File: config.mk
export PLATFORM = sky130hd
export DESIGN_NAME = retire_trace_buffer
export DESIGN_NICKNAME = d
export VERILOG_FILES = /design/src/rtl/retire_trace_buffer_pkg.sv /design/src/rtl/retire_trace_buffer_if.sv /design/src/rtl/retire_trace_buffer_fifo.sv /design/src/rtl/retire_trace_buffer.sv
export VERILOG_INCLUDE_DIRS = /design/src /design/src/rtl
export SDC_FILE = /design/constraint.sdc
export NUM_CORES = 1
export LEC_CHECK = 0
export CAP_MARGIN = 20
export CORE_MARGIN = 2
export CORE_UTILIZATION = 55
export DETAILED_ROUTE_END_ITERATION = 16
export DONT_BUFFER_PORTS = 1
export PLACE_DENSITY = 0.68
export SKIP_CTS_REPAIR_TIMING = 1
export SYNTH_ARGS = -nofsm -noshare
export SYNTH_HDL_FRONTEND = slang
export SYNTH_HIERARCHICAL = 1
export SYNTH_SLANG_ARGS = --single-unit
File: constraint.sdc
create_clock -name clk -period 7.9 [get_ports clk]
set_input_delay 1.58 -clock clk [delete_from_list [all_inputs] [get_ports clk]]
set_output_delay 1.58 -clock clk [all_outputs]
set_load 0.005 [all_outputs]
File: src/rtl/dbg_trace_defs.vh
// Shared trace record constants: header codes and record geometry.
`ifndef DBG_TRACE_DEFS_VH
`define DBG_TRACE_DEFS_VH

`define DBG_HDR_RETIRE   8'hA5
`define DBG_HDR_HALT     8'h5A
`define DBG_RECORD_BYTES 7
`define DBG_RECORD_W     56

`endif

File: src/rtl/retire_trace_buffer_pkg.sv
// Types and constants shared by the retire trace buffer and its FIFO.
package retire_trace_buffer_pkg;
`include "dbg_trace_defs.vh"

  localparam logic [7:0] HDR_RETIRE   = `DBG_HDR_RETIRE;
  localparam logic [7:0] HDR_HALT     = `DBG_HDR_HALT;
  localparam int         RECORD_BYTES = `DBG_RECORD_BYTES;
  localparam int         RECORD_W     = `DBG_RECORD_W;

  typedef enum logic {
    S_IDLE = 1'b0,
    S_SEND = 1'b1
  } ser_state_e;

  // Record is packed with the first byte to send in the top bits.
  function automatic logic [RECORD_W-1:0] pack_record(
    input logic        halt_event,
    input logic [15:0] pc,
    input logic [3:0]  flags,
    input logic [7:0]  reg_a,
    input logic [7:0]  reg_b,
    input logic [7:0]  reg_c
  );
    logic [7:0] hdr;
    hdr = halt_event ? HDR_HALT : HDR_RETIRE;
    return {hdr, pc, flags, 4'h0, reg_a, reg_b, reg_c};
  endfunction
endpackage

File: src/rtl/retire_trace_buffer_if.sv
// Push/pop handshake between a FIFO user (master) and the FIFO (slave).
interface retire_trace_buffer_if #(
  parameter int WIDTH = 8,
  parameter int DEPTH = 8
);
  localparam int CW = $clog2(DEPTH + 1);

  logic             push;
  logic             pop;
  logic [WIDTH-1:0] wdata;
  logic [WIDTH-1:0] rdata;
  logic             full;
  logic             empty;
  logic [CW-1:0]    count;

  modport master (output push, pop, wdata, input rdata, full, empty, count);
  modport slave  (input push, pop, wdata, output rdata, full, empty, count);
endinterface

File: src/rtl/retire_trace_buffer_fifo.sv
// trace_fifo: synchronous FIFO with explicit occupancy count.
// Head entry is visible combinationally so the consumer can load it at the
// same edge it pops (first-word fall-through).
module trace_fifo #(
  parameter int WIDTH = 8,
  parameter int DEPTH = 8
) (
  input logic           clk,
  input logic           reset,
  retire_trace_buffer_if.slave bus
);
  localparam int AW = (DEPTH > 1) ? $clog2(DEPTH) : 1;
  localparam int CW = $clog2(DEPTH + 1);

  logic [WIDTH-1:0] mem_q [DEPTH];
  logic [AW-1:0]    wr_ptr_q;
  logic [AW-1:0]    rd_ptr_q;
  logic [CW-1:0]    count_q;
  logic             do_push;
  logic             do_pop;

  assign bus.full  = (count_q == CW'(DEPTH));
  assign bus.empty = (count_q == '0);
  assign bus.count = count_q;
  assign bus.rdata = mem_q[rd_ptr_q];

  // A push while full is only taken when the head leaves in the same cycle.
  assign do_pop  = bus.pop && !bus.empty;
  assign do_push = bus.push && (!bus.full || do_pop);

  // Storage array; contents need no reset because count gates visibility.
  always_ff @(posedge clk) begin
    if (do_push) mem_q[wr_ptr_q] <= bus.wdata;
  end

  // Pointers wrap naturally since DEPTH is a power of two.
  always_ff @(posedge clk or posedge reset) begin
    if (reset) begin
      wr_ptr_q <= '0;
      rd_ptr_q <= '0;
      count_q  <= '0;
    end else begin
      if (do_push) wr_ptr_q <= wr_ptr_q + AW'(1);
      if (do_pop)  rd_ptr_q <= rd_ptr_q + AW'(1);
      case ({do_push, do_pop})
        2'b10:   count_q <= count_q + CW'(1);
        2'b01:   count_q <= count_q - CW'(1);
        default: count_q <= count_q;
      endcase
    end
  end
endmodule

File: src/rtl/retire_trace_buffer.sv
// retire_trace_buffer: captures CPU state on retire / halt-rise into 7-byte
// records, queues them, and serializes them as a valid/ready byte stream.
module retire_trace_buffer
  import retire_trace_buffer_pkg::*;
#(
  parameter int DEPTH = 8
) (
  input  logic        clk,
  input  logic        reset,
  input  logic        enable,
  input  logic [15:0] dbg_pc,
  input  logic [3:0]  dbg_F,
  input  logic [7:0]  dbg_A,
  input  logic [7:0]  dbg_B,
  input  logic [7:0]  dbg_C,
  input  logic        dbg_instruction_retired,
  input  logic        dbg_halted,
  output logic [7:0]  out_data,
  output logic        out_valid,
  input  logic        out_ready,
  output logic        overflow,
  output logic [7:0]  drop_count
);
  localparam logic [2:0] LAST_IDX = 3'(RECORD_BYTES - 1);

  retire_trace_buffer_if #(.WIDTH(RECORD_W), .DEPTH(DEPTH)) fifo_bus ();

  trace_fifo #(.WIDTH(RECORD_W), .DEPTH(DEPTH)) u_fifo (
    .clk   (clk),
    .reset (reset),
    .bus   (fifo_bus)
  );

  ser_state_e          state_q, state_d;
  logic [RECORD_W-1:0] shreg_q;
  logic [2:0]          idx_q;
  logic                halted_q;
  logic                overflow_q;
  logic [7:0]          drop_q;
  logic                halt_rise, capture, accept, last_accept, load, drop;

  assign halt_rise   = dbg_halted && !halted_q;
  assign capture     = enable && (dbg_instruction_retired || halt_rise);
  assign accept      = (state_q == S_SEND) && out_ready;
  assign last_accept = accept && (idx_q == LAST_IDX);
  // Load from IDLE, or chain straight into the next record after the last byte.
  assign load        = !fifo_bus.empty && ((state_q == S_IDLE) || last_accept);
  assign drop        = capture && fifo_bus.full && !load;

  assign fifo_bus.push  = capture;
  assign fifo_bus.pop   = load;
  assign fifo_bus.wdata = pack_record(halt_rise, dbg_pc, dbg_F, dbg_A, dbg_B, dbg_C);

  assign overflow   = overflow_q;
  assign drop_count = drop_q;

  // Halt history resets high so a CPU already halted at reset is not traced.
  always_ff @(posedge clk or posedge reset) begin
    if (reset) halted_q <= 1'b1;
    else       halted_q <= dbg_halted;
  end

  // Serializer state register.
  always_ff @(posedge clk or posedge reset) begin
    if (reset) state_q <= S_IDLE;
    else       state_q <= state_d;
  end

  // Serializer next-state logic.
  always_comb begin
    state_d = state_q;
    case (state_q)
      S_IDLE:  if (load) state_d = S_SEND;
      S_SEND:  if (last_accept && !load) state_d = S_IDLE;
      default: state_d = S_IDLE;
    endcase
  end

  // Serializer outputs: current byte is always the top of the shift register.
  always_comb begin
    out_valid = (state_q == S_SEND);
    out_data  = out_valid ? shreg_q[RECORD_W-1 -: 8] : 8'h00;
  end

  // Shift register and byte index; both hold while the consumer stalls.
  always_ff @(posedge clk or posedge reset) begin
    if (reset) begin
      shreg_q <= '0;
      idx_q   <= '0;
    end else if (load) begin
      shreg_q <= fifo_bus.rdata;
      idx_q   <= '0;
    end else if (accept) begin
      shreg_q <= {shreg_q[RECORD_W-9:0], 8'h00};
      idx_q   <= last_accept ? 3'd0 : idx_q + 3'd1;
    end
  end

  // Sticky overflow flag and saturating drop counter.
  always_ff @(posedge clk or posedge reset) begin
    if (reset) begin
      overflow_q <= 1'b0;
      drop_q     <= '0;
    end else if (drop) begin
      overflow_q <= 1'b1;
      if (drop_q != 8'hFF) drop_q <= drop_q + 8'd1;
    end
  end
endmodule

== Yosys cells after proc, flatten, opt, wreduce, memory -nomap -nowiden ==
Memories as Yosys holds them, arrays and structs flattened.
Index checks and enable logic that the tools add are counted.

* Shift operators: 0
* Eq/ne operators: 5
* Add/sub/neg operators: 6
* Reduce and logical (&&, ||, !) cells: 21
* Bitwise logic cells: 1
* Divide/modulo/power cells: 0
* Order comparisons: 0
* Mux-type cells: 13
* $mul: 0

{| class="wikitable"
|+ Operators with widths
! cell !! number
|-
| 56-bit 2-to-1 mux || 2
|-
| 8-bit 2-to-1 mux || 2
|-
| 1-bit logical AND || 10
|-
| 3-bit by 1-bit adder with 3-bit output, second input constant || 3
|-
| 3-bit 2-to-1 mux || 3
|-
| 8-bit by 1-bit adder with 8-bit output, second input constant || 1
|-
| 8-bit inequality test, second input constant || 1
|-
| 4-bit one-hot mux with 2 select lines || 1
|-
| 4-bit by 1-bit adder with 4-bit output, second input constant || 1
|-
| 4-bit equality test, second input constant || 1
|-
| 1-bit zero test || 4
|-
| 4-bit zero test || 1
|-
| 1-bit 2-to-1 mux || 4
|-
| 2-bit nonzero test || 2
|-
| 4-bit by 1-bit subtractor with 4-bit output, second input constant || 1
|-
| 3-bit equality test, second input constant || 1
|-
| 1-bit logical OR || 3
|-
| 2-bit by 1-bit equality test with 1-bit output, second input constant || 1
|-
| 2-bit equality test, second input constant || 1
|-
| 1-bit one-hot mux with 2 select lines || 1
|-
| 2-bit AND reduction || 1
|-
| 1-bit inverter || 1
|}

* ROM bits: 0
* Memories: 1
* Input bits: 50
* Bits in registers: 80
* Bits in latches: 0
* Memory bits (writable): 416
* Output and inout bits: 18
* Word-level logic and storage cells: 56

{| class="wikitable"
|+ Memory list
! memory !! depth !! width !! read ports !! clocked after Yosys merged registers in !! write ports !! line !! text
|-
| u_fifo.mem_q || 8 || 52 || 1 || 0 || 1 || retire_trace_buffer_fifo.sv:15 || <nowiki>logic [WIDTH-1:0] mem_q [DEPTH];</nowiki>
|}

== Depth between registers and ports, before layout ==
Gate-level depths: netlist of the first run.

* Depth in word-level cells: 9
* Gate-level depth with buffers: 16
* Mapped depth without buffers: 13

== Hierarchy ==
Netlist of the first run, hierarchy kept.

{| class="wikitable"
|+ By module, submodules not included
! module !! cells each !! times used !! area each (µm²)
|-
| trace_fifo || 720 || 1 || 17455.5
|-
| retire_trace_buffer || 319 || 1 || 3305.7
|}

== Least setup slack after synthesis of the first run ==
Ideal clock, no wire load.

* Path type: input to register
* Start: in dbg_halted
* End: mem u_fifo/mem_q[0][0] in the netlist's numbering (enable)
* Stages on the path: 6
* Slack: 233 ps
* Arrival: 7129 ps
* Cells stage by stage: nor2b_1 -> o21a_1 -> clkbuf_1 -> o21a_1 -> nand2b_1 -> nor3_1

* Longest elaborated chain between the ends: 6

{| class="wikitable"
|+ RTL lines
! element !! line !! text
|-
| from (decl) || retire_trace_buffer.sv:17 || <nowiki>input logic dbg_halted,</nowiki>
|-
| 1-bit logical AND || retire_trace_buffer.sv:42 || <nowiki>assign halt_rise = dbg_halted && !halted_q;</nowiki>
|-
| 1-bit logical OR || retire_trace_buffer.sv:43 || <nowiki>assign capture = enable && (dbg_instruction_retired || halt_rise);</nowiki>
|-
| 1-bit logical AND || retire_trace_buffer.sv:43 ||
|-
| named net capture || retire_trace_buffer.sv:40 || <nowiki>logic halt_rise, capture, accept, last_accept, load, drop;</nowiki>
|-
| 1-bit logical AND || retire_trace_buffer_fifo.sv:29 || <nowiki>assign do_push = bus.push && (!bus.full || do_pop);</nowiki>
|-
| 1-bit 2-to-1 mux || retire_trace_buffer_fifo.sv:33 || <nowiki>if (do_push) mem_q[wr_ptr_q] <= bus.wdata;</nowiki>
|-
| 1-bit 2-to-1 mux (implied by the code) || retire_trace_buffer_fifo.sv:33 ||
|-
| to (decl) || retire_trace_buffer_fifo.sv:15 ||
|}

The timed path passes the listed nets, and every way through them passes these cells.

== Worst setup path in the final report of the first run ==
* Start: in out_ready
* End: mem u_fifo/mem_q[6][15] in the netlist's numbering (enable)

* Longest elaborated chain between the ends: 9

{| class="wikitable"
|+ RTL lines
! element !! line !! text
|-
| from (decl) || retire_trace_buffer.sv:20 || <nowiki>input logic out_ready,</nowiki>
|-
| 1-bit logical AND || retire_trace_buffer.sv:44 || <nowiki>assign accept = (state_q == S_SEND) && out_ready;</nowiki>
|-
| 1-bit logical AND || retire_trace_buffer.sv:45 || <nowiki>assign last_accept = accept && (idx_q == LAST_IDX);</nowiki>
|-
| 1-bit logical OR || retire_trace_buffer.sv:47 || <nowiki>assign load = !fifo_bus.empty && ((state_q == S_IDLE) || last_accept);</nowiki>
|-
| 1-bit logical AND || retire_trace_buffer.sv:47 ||
|-
| 1-bit logical AND || retire_trace_buffer_fifo.sv:28 || <nowiki>assign do_pop = bus.pop && !bus.empty;</nowiki>
|-
| 1-bit logical OR || retire_trace_buffer_fifo.sv:29 ||
|-
| 1-bit logical AND || retire_trace_buffer_fifo.sv:29 ||
|-
| 1-bit 2-to-1 mux || retire_trace_buffer_fifo.sv:33 ||
|-
| 1-bit 2-to-1 mux (implied by the code) || retire_trace_buffer_fifo.sv:33 ||
|}

No other way between the ends.

==> impl_metrics.toml, run 1 <==
[critical_path]
critPathTopFamily = "simple AND/OR/NAND/NOR gates"
worstSetupPathDepth = 8
cp_max_fo = 33
critPathLaunchType = "input pin"
critical_path_class = "in -> reg"
critical_path_buf_inv_count = 2
arrival_ns = 4.47
cp_slowest_cell = "nor2_4"
crit_top_cell = "nand2b_1"
path_cells = "nand3_2 > a21o_1 > inv_4 > nand2b_1 > o21a_1 > nand2b_1 > nor2_4 > buf_4"
cp.required_ns = 8.11
cpPeakStageDelay_ns = 0.75
reg2reg_depth = 10
endpoint_kind = "register"

[synthesis]
yosys_most_used_dff = "edfxtp_1"
yosysWarningCount = 6
ys_seq_elements = 528
synthCells = 1039
ys_types = 49
synthesis.area_um2 = 20800
synthArstFlopShare_pct = 15.2
synth_seq_area_share_pct = 74.4
synth_edf_count = 448
syn_avg_cell_area_um2 = 20.0

[final_layout]
register_area_um2 = 15500
drive_above_1_share_pct = 25.4
finish.utilization_pct = 61.8
fillers = 2597
final_nets = 1146
syn_to_final_growth_pct = 11.3
antenna-diode-count = 0
multi_input_area_um2 = 5120

[cts]
clock_latency_ns = 0.59
cts_root_buf = "clkbuf_16"
htree_levels = 2
cts_buffers = 52
path_clk_slew_ns = 0.06
cts_sinks = 528
cts_tree = "yes"
clk_path_buf_depth = 3

[global_route]
track_usage_pct = 21.0
grt_first_pass_wirelength_um = 60700
grt_max_degree = 99
antenna_found_initial = 0
gr-total-overflow = 0
grt_pass1_vias = 9988

[status]
outcome = "complete, no violations"

[power_and_ir_drop]
p_leak_uw = 0.00780
irDropWorstVdd_uv = 274
p_per_area_nw_per_um2 = 330

[sta]
finalSetupViolCount = 0
worstMarginPinSlew_ns = 1.05
rsz0062_at_grt = "no"
slew_headroom_pct = 30.1
skew_ns = 0.0123
period_needed_ns = 4.25
hold_viol = 0
fmax_ghz = 0.235
finalSetupTns_ns = 0
final_max_slew_viol_count = 0
finalCritPeriodShare_pct = 53.8

[detailed_routing]
drt_pass1_iterations = 5
wl_um = 39400
drc = 0
wl_per_cell_um = 24.0
ant_nets = 0
drt_iter0_markers = 585
avgViaCountPerCell = 5.81
vias = 9552

[floorplanning]
die_w_um = 198
placementRows = 71
die_h_um = 198
initial_core_util_pct = 55.5
dieArea_um2 = 39300
ios = 68
core_um2 = 37400

[placed_design]
finalWeightedCongestion = 0.739
port_buffers = 0
hpwlAfterDp_um = 22200

[hold_path]
hold_depth = 2
hold_path_class = "reg -> reg"

[job]
cap_violations = 0
worst reg2reg max path: cells and delay by family, from the launching register on:
family	cells	cell delay [ns]
fa+ha+maj	1	0.22
simple gates	4	1.33
flops	1	0.41
buf+inv	3	1.01
compound gates	2	0.63
per-layer routing:
metal / global-route usage [%] / wire (µm) / up-vias
met5: 0 / 0 / -
met3: 4.21 / 2190 / 50
met2: 35.0 / 19800 / 228
met1: 28.8 / 16700 / 5071
met4: 5.49 / 738 / 0
li1: - / - / 4203
worst paths after layout:
kind | slack [ns] | to | from
worst max-delay path | 3.65 | u_fifo/mem_q[6][15]$_DFFE_PP_ | out_ready
worst min-delay path | 0.51 | shreg_q[6]$_DFFE_PP0P_ | shreg_q[6]$_DFFE_PP0P_
worst max register to register | 3.92 | u_fifo/mem_q[6][15]$_DFFE_PP_ | idx_q[0]$_DFFE_PP0P_
worst min register to register | 0.51 | shreg_q[6]$_DFFE_PP0P_ | shreg_q[6]$_DFFE_PP0P_
max in group asynchronous | 6.07 | shreg_q[28]$_DFFE_PP0P_ | reset
min in group asynchronous | 0.91 | u_fifo/bus.count[3]$_DFFE_PP0P_ | reset
state kept, by name (all words and copies together), names as in the netlist:
| register | flops |
|---|---|
| u_fifo/rd_ptr_q | 3 |
| u_fifo/bus.count | 4 |
| halted_q | 1 |
| drop_count | 8 |
| shreg_q | 56 |
| overflow | 1 |
| out_valid | 1 |
| u_fifo/mem_q | 448 |
| u_fifo/wr_ptr_q | 3 |
| idx_q | 3 |
through the flow:
stage / power [µW] / hold WS (ns) / setup slack (ns) / area [µm²] / instances
after global routing: 7990 / 0.537 / 3.46 / 23100 / 1643
after global placement: 5310 / 0.491 / 2.99 / 21400 / 1543
after detailed placement: 5340 / 0.492 / 2.98 / 21400 / 1543
final: 7640 / 0.509 / 3.65 / 23100 / 1643
after floorplan: 4930 / 0.466 / 0.233 / 20900 / 1070
after CTS: 7740 / 0.510 / 3.60 / 23100 / 1641
kinds of logic (layout without fill, tap and decap cells):
group | count (synthesis) | in the layout | share of synthesized area, %
buf+inv | 64 | 126 | 1.74
xor+xnor | 11 | 11 | 0.464
other cells | 1 | 32 | 0.0181
flops | 528 | 528 | 74.4
compound gates | 66 | 66 | 1.78
fa+ha+maj | 8 | 8 | 0.518
simple gates | 138 | 138 | 3.16
mux | 223 | 223 | 17.9
synthesized netlist by cell type (all sizes together), types with 4 or more instances:
| library cell | n | area [µm²] |
|---|---|---|
| ha | 7 | 87.6 |
| dfrtp | 79 | 1980 |
| nand3 | 13 | 70.1 |
| xor2 | 7 | 61.3 |
| o21ai | 51 | 255 |
| inv | 10 | 40.0 |
| mux4 | 112 | 2520 |
| nand2b | 5 | 31.3 |
| clkbuf | 16 | 60.1 |
| mux2 | 61 | 687 |
| nor2 | 15 | 58.8 |
| nor3 | 4 | 25.0 |
| edfxtp | 448 | 13500 |
| and2 | 9 | 56.3 |
| xnor2 | 4 | 35.0 |
| nand2 | 78 | 293 |
| mux2i | 50 | 500 |
| buf | 38 | 262 |
| a21oi | 4 | 20.0 |
final cells by class:
class                      instances  share of cell area [%]
clock inverter                    17                   0.720
inverter                          10                   0.173
multi-input combinational        478                    22.2
clock buffer                      81                    6.45
timing repair buffer              18                   0.812
tap                              511                    2.77
sequential                       528                    66.9
cells in the final DEF (no fill, tap or decap), types with 3 or more instances in the layout:
| cell | synthesis | routed |
|---|---|---|
| a21oi_1 | 4 | 4 |
| and2_1 | 9 | 9 |
| buf_4 | 7 | 15 |
| bufinv_16 | 0 | 3 |
| clkbuf_1 | 16 | 22 |
| clkbuf_16 | 0 | 53 |
| clkbuf_8 | 0 | 6 |
| clkinv_1 | 0 | 4 |
| clkinv_2 | 0 | 7 |
| conb_1 | 1 | 32 |
| dfrtp_1 | 79 | 76 |
| edfxtp_1 | 448 | 448 |
| ha_1 | 7 | 7 |
| inv_1 | 9 | 8 |
| mux2_2 | 59 | 59 |
| mux2i_1 | 50 | 50 |
| mux4_2 | 112 | 112 |
| nand2_1 | 78 | 77 |
| nand2b_1 | 5 | 5 |
| nand3_1 | 12 | 12 |
| nor2_1 | 14 | 8 |
| nor2_4 | 0 | 6 |
| nor3_2 | 1 | 3 |
| o21ai_0 | 50 | 50 |
| xnor2_1 | 4 | 4 |
| xor2_1 | 7 | 7 |
where the power goes:
| group | internal [µW] | total, µW | leakage, µW | switching (µW) |
|---|---|---|---|---|
| Sequential | 3380 | 3630 | 0.00511 | 248 |
| Combinational | 851 | 1620 | 0.00188 | 772 |
| Clock | 1390 | 2380 | 0.000811 | 988 |
Power figures use the tool's default switching activity.
==> run 2, diff against run 1 <==
ABC_AREA = 1   (was unset)
PLACE_DENSITY = 0.71   (was 0.68)
clock period = 3.75 ns   (was 7.9 ns; I/O delays follow)
==> impl_metrics.toml, run 2 <==
[status]
outcome = "complete, no violations"

[final_layout]
fillers = 2921
multi_input_area_um2 = 5290
regMostFlops = "u_fifo/mem_q"
final_common_cell = "edfxtp_1"
layout_common_cells = "edfxtp_1, nand2_1, nor2_1"
layout.cells.non_filler = 2312
syn_to_final_growth_pct = 11.2
drive_above_1_share_pct = 7.53
register_area_um2 = 15500
final_nets = 1808
antenna-diode-count = 0
finish.utilization_pct = 61.6
largest_reg_flops = 448

[critical_path]
cpPeakStageDelay_ns = 0.56
crit_top_cell = "nand3_1"
r2r-end = "u_fifo/bus.count[3]$_DFFE_PP0P_"
critPathTopFamily = "buffers and inverters"
critical_path_class = "reg -> reg"
endpoint_kind = "register"
critical_path_buf_inv_count = 4
cp.required_ns = 4.22
cp_max_fo = 60
rrSetupSlack_ns = 0.78
r2r-start = "idx_q[0]$_DFFE_PP0P_"
crit_start = "idx_q[0]$_DFFE_PP0P_"
path_cells = "inv_1 > ha_1 > nand3_1 > a21oi_4 > buf_4 > nand3_1 > inv_1 > ha_1 > a21oi_1 > nand3_1 > nand2_1 > nand3_1 > nand2_1 > inv_1"
critPathLaunchType = "register"
arrival_ns = 3.45
cp_slowest_cell = "buf_4"
reg2reg_depth = 14

[synthesis]
synthesis.area_um2 = 21300
synth_seq_area_share_pct = 72.7
synth_top_area_share_pct = 63.3
synth_edf_count = 448
ys_seq_elements = 528
syn_avg_cell_area_um2 = 12.3
synthArstFlopShare_pct = 15.2
ys_types = 35
yosysWarningCount = 6
ys_top_cells_by_count = "edfxtp_1, nand2_1, nor2_1"
synthTopCellsByArea = "edfxtp_1, dfrtp_1, nand2_1"
synthCells = 1731
yosysMostFrequentCell = "edfxtp_1"
yosys.area.top_type = "edfxtp_1"
yosys_most_used_dff = "edfxtp_1"

[detailed_routing]
vias = 12900
drt_iter0_markers = 1173
ant_nets = 0
drt_pass1_iterations = 6
drc = 0
wl_per_cell_um = 18.9
wl_um = 43700
avgViaCountPerCell = 5.59

[cts]
clk_path_buf_depth = 3
htree_levels = 2
cts_buffers = 52
cts_root_buf = "clkbuf_16"
path_clk_slew_ns = 0.06
cts_sinks = 528
cts_tree = "yes"
clock_latency_ns = 0.59

[floorplanning]
ios = 68
die_h_um = 201
dieArea_um2 = 40300
initial_core_util_pct = 55.4
placementRows = 72
core_um2 = 38400
die_w_um = 201

[global_route]
grt_pass1_vias = 12700
grt_first_pass_wirelength_um = 69200
gr-total-overflow = 0
antenna_found_initial = 0
track_usage_pct = 21.9
grt_max_degree = 82

[sta]
worstMarginPinSlew_ns = 0.961
rsz0062_at_grt = "no"
hold_viol = 0
final_max_slew_viol_count = 0
finalSetupViolCount = 0
skew_ns = 0.0147
period_needed_ns = 2.97
fmax_ghz = 0.336
slew_headroom_pct = 36.0
finalCritPeriodShare_pct = 79.3

[placed_design]
finalWeightedCongestion = 0.795
dp.cells = 2214
port_buffers = 0
hpwlAfterDp_um = 24400

[power_and_ir_drop]
p_per_area_nw_per_um2 = 743
p_leak_uw = 0.00884
irDropWorstVdd_uv = 509

[hold_path]
hold_path_class = "in -> async"

[job]
cap_violations = 0
==> run 2: changes by cell type after synthesis, moves of 8 or more <==
cell and delta:
a22o_1 +8, buf_2 +23, nand2_1 +295, mux2_2 -58, mux4_2 -112, nor2_1 +228
o21ai_0 +131, clkbuf_1 +18, o21ai_1 +48, o22ai_1 +55, nand3_1 +58, inv_1 +26
and2_1 -9
==> run 2: report_power, final <==
group / switching [µW] / total [µW] / leakage, µW / internal (µW)
clock: 2110 / 5320 / 0.000876 / 3200
combinational: 3130 / 4610 / 0.00287 / 1480
sequential: 461 / 7640 / 0.00509 / 7180
==> run 2: layer usage <==
layer	vias up	track usage, %	share of wire [%]
met3	68	3.98	5.9
li1	6110	-	-
met5	-	0	0
met2	355	36.1	48
met1	6394	29.8	43
met4	0	7.41	2.2
==> run 2: how the worst max path moves through the flow <==
stage / to / slack [ns] / cells past startpoint
6_report: u_fifo/bus.count[3]$_DFFE_PP0P_ / 0.78 / 14
5_1_grt: u_fifo/bus.count[3]$_DFFE_PP0P_ / 0.54 / 14
4_1_cts: u_fifo/bus.count[3]$_DFFE_PP0P_ / 0.83 / 14
3_5_place_dp: u_fifo/bus.count[3]$_DFFE_PP0P_ / 0.75 / 12
3_3_place_gp: u_fifo/mem_q[0][16]$_DFFE_PP_ / 0.86 / 7
2_1_floorplan: u_fifo/mem_q[2][0]$_DFFE_PP_ / -0.77 / 7
==> run 2: through the flow <==
stage,cell area [µm²],worst slack (ns),setup TNS [ns],hold WS (ns),power (µW)
3_5_place_dp,21900,0.754,0,0.468,12300
4_1_cts,23700,0.828,0,0.0247,17700
3_3_place_gp,21800,0.856,0,0.463,12200
6_report,23700,0.776,0,0.0466,17600
2_1_floorplan,21400,-0.775,-269.56,0.452,11200
5_1_grt,23700,0.539,0,0.0700,18600
==> run 2: worst register-to-register path: stages, from the launching register on <==
cell	delay [ns]
dfrtp_1	0.38
inv_1	0.10
ha_1	0.19
nand3_1	0.16
a21oi_4	0.16
buf_4	0.56
nand3_1	0.26
inv_1	0.16
ha_1	0.28
a21oi_1	0.22
nand3_1	0.11
nand2_1	0.11
nand3_1	0.07
nand2_1	0.07
inv_1	0.04
==> run 2: cell families (layout without fill, tap and decap cells) <==
logic type                 Yosys count  after routing  share of synthesized area, %
muxes                               57             57                          2.69
other                                1             32                        0.0176
buffers and inverters              135            167                          3.41
xor gates and xnor gates             7              7                         0.288
and+or+nand+nor                    695            695                          12.9
adders and majority gates            8              8                         0.506
AOI/OAI and AO/OA                  300            300                          7.56
DFF                                528            528                          72.7
==> run 2: final cells by class <==
| class | count | share of cell area [%] |
|---|---|---|
| sequential | 528 | 65.4 |
| multi-input combinational | 1099 | 22.4 |
| clock buffer | 71 | 6.32 |
| tap | 518 | 2.74 |
| timing repair buffer | 32 | 1.33 |
| clock inverter | 27 | 1.23 |
| inverter | 37 | 0.598 |
==> run 3, diff against run 2 <==
clock period = 2.6 ns   (was 3.75 ns; I/O delays follow)
==> impl_metrics.toml, run 3 (synthesis results as in run 2) <==
[status]
outcome = "complete, no violations"

[final_layout]
largest_reg_flops = 448
layout_common_cells = "edfxtp_1, nand2_1, nor2_1"
layout.cells.non_filler = 2354
fillers = 2924
drive_above_1_share_pct = 8.06
final_nets = 1852
syn_to_final_growth_pct = 13.8
final_common_cell = "edfxtp_1"
antenna-diode-count = 0
regMostFlops = "u_fifo/mem_q"

[detailed_routing]
wl_per_cell_um = 19.0
vias = 13200
drt_iter0_markers = 1071
avgViaCountPerCell = 5.59
ant_nets = 0
wl_um = 44800
drc = 0
drt_pass1_iterations = 5

[cts]
cts_root_buf = "clkbuf_16"
path_clk_slew_ns = 0.06
clock_latency_ns = 0.59
cts_sinks = 528
cts_tree = "yes"
clk_path_buf_depth = 3
cts_buffers = 52
htree_levels = 2

[floorplanning]
die_h_um = 201
ios = 68
core_um2 = 38400
initial_core_util_pct = 55.4
die_w_um = 201
placementRows = 72
dieArea_um2 = 40300

[sta]
finalSetupViolCount = 0
period_needed_ns = 2.33
finalCritPeriodShare_pct = 89.7
hold_viol = 0
skew_ns = 0.0217
setup_ws_ns = 0.269
rsz0062_at_grt = "no"
slew_headroom_pct = 43.2
final_max_slew_viol_count = 0
worstMarginPinSlew_ns = 0.851
fmax_ghz = 0.429

[global_route]
gr-total-overflow = 0
grt_pass1_vias = 13000
antenna_found_initial = 0
met2_usage_pct = 36.5
grt_first_pass_wirelength_um = 70700
grt.met1_usage_pct = 30.7
grt-busiest-layer = "met2"
track_usage_pct = 22.3
grt_max_degree = 71
grtUsageMet3_pct = 3.59

[placed_design]
preCtsSetupSlack_ns = 0.288
finalWeightedCongestion = 0.793
port_buffers = 0
hpwlAfterDp_um = 24700
dp.cells = 2226

[critical_path]
cp_max_fo = 20
critPathLaunchType = "register"
critical_path_class = "reg -> reg"
arrival_ns = 2.59
endpoint_kind = "register"
cp.required_ns = 2.86

[power_and_ir_drop]
p_per_area_nw_per_um2 = 1040
finalPower_uw = 25200
irDropWorstVdd_uv = 649
p_leak_uw = 0.00904

[hold_path]
hold_path_class = "in -> reg"

[job]
cap_violations = 0
run 3: worst max-delay path, cell delays in order (launching register included):
cell,delay [ns]
dfrtp_1,0.39
nor2_1,0.08
nand2_1,0.17
inv_1,0.14
a21oi_4,0.18
nand2_4,0.10
nand2_4,0.09
nand3b_1,0.08
buf_4,0.18
nor3_4,0.22
buf_4,0.34
run 3: final timing paths:
path | end | start | slack [ns] | cells past startpoint
min in group asynchronous | u_fifo/rd_ptr_q[0]$_DFFE_PP0N_ | reset | 0.41 | 2
min reg2reg | shreg_q[46]$_DFFE_PP0P_ | shreg_q[38]$_DFFE_PP0P_ | 0.48 | 2
max in group asynchronous | shreg_q[55]$_DFFE_PP0P_ | reset | 1.51 | 3
min | u_fifo/mem_q[1][0]$_DFFE_PP_ | dbg_C[0] | 0.02 | 0
max reg2reg | u_fifo/mem_q[0][19]$_DFFE_PP_ | u_fifo/bus.count[0]$_DFFE_PP0P_ | 0.27 | 10
max | u_fifo/mem_q[0][19]$_DFFE_PP_ | u_fifo/bus.count[0]$_DFFE_PP0P_ | 0.27 | 10
run 3: layer usage:
layer | wire length, µm | part of all wire (%)
met5 | 0 | 0
met4 | 1150 | 2.6
met3 | 2440 | 5.5
met2 | 21700 | 48
met1 | 19500 | 44
run 3: final cells by class:
class                   instances  area (µm²)  share of cell area (%)
multi-input cells            1099        5340                    22.1
well taps                     518         648                    2.68
clock buffers                  72        1480                    6.12
clock inverters                24         180                   0.745
repair buffers                 76         938                    3.88
inverters                      37         143                   0.590
flip-flops and latches        528       15500                    63.9
run 3: stage by stage:
step / setup TNS (ns) / instance area [µm²] / hold slack, ns / utilization, %
floorplan: -187.12 / 21500 / 0.360 / -
global placement: 0 / 22200 / 0.410 / 57.9
detailed placement: 0 / 22200 / 0.423 / 57.9
CTS: 0 / 23900 / -0.209 / 62.2
global route: 0 / 24200 / -0.000241 / 63.0
finish: 0 / 24200 / 0.0201 / 63.0
run 3: power by group:
group	internal (µW)	leakage (µW)	switching, µW
Sequential	10400	0.00509	684
Combinational	2420	0.00313	4560
Clock	4170	0.000814	3050
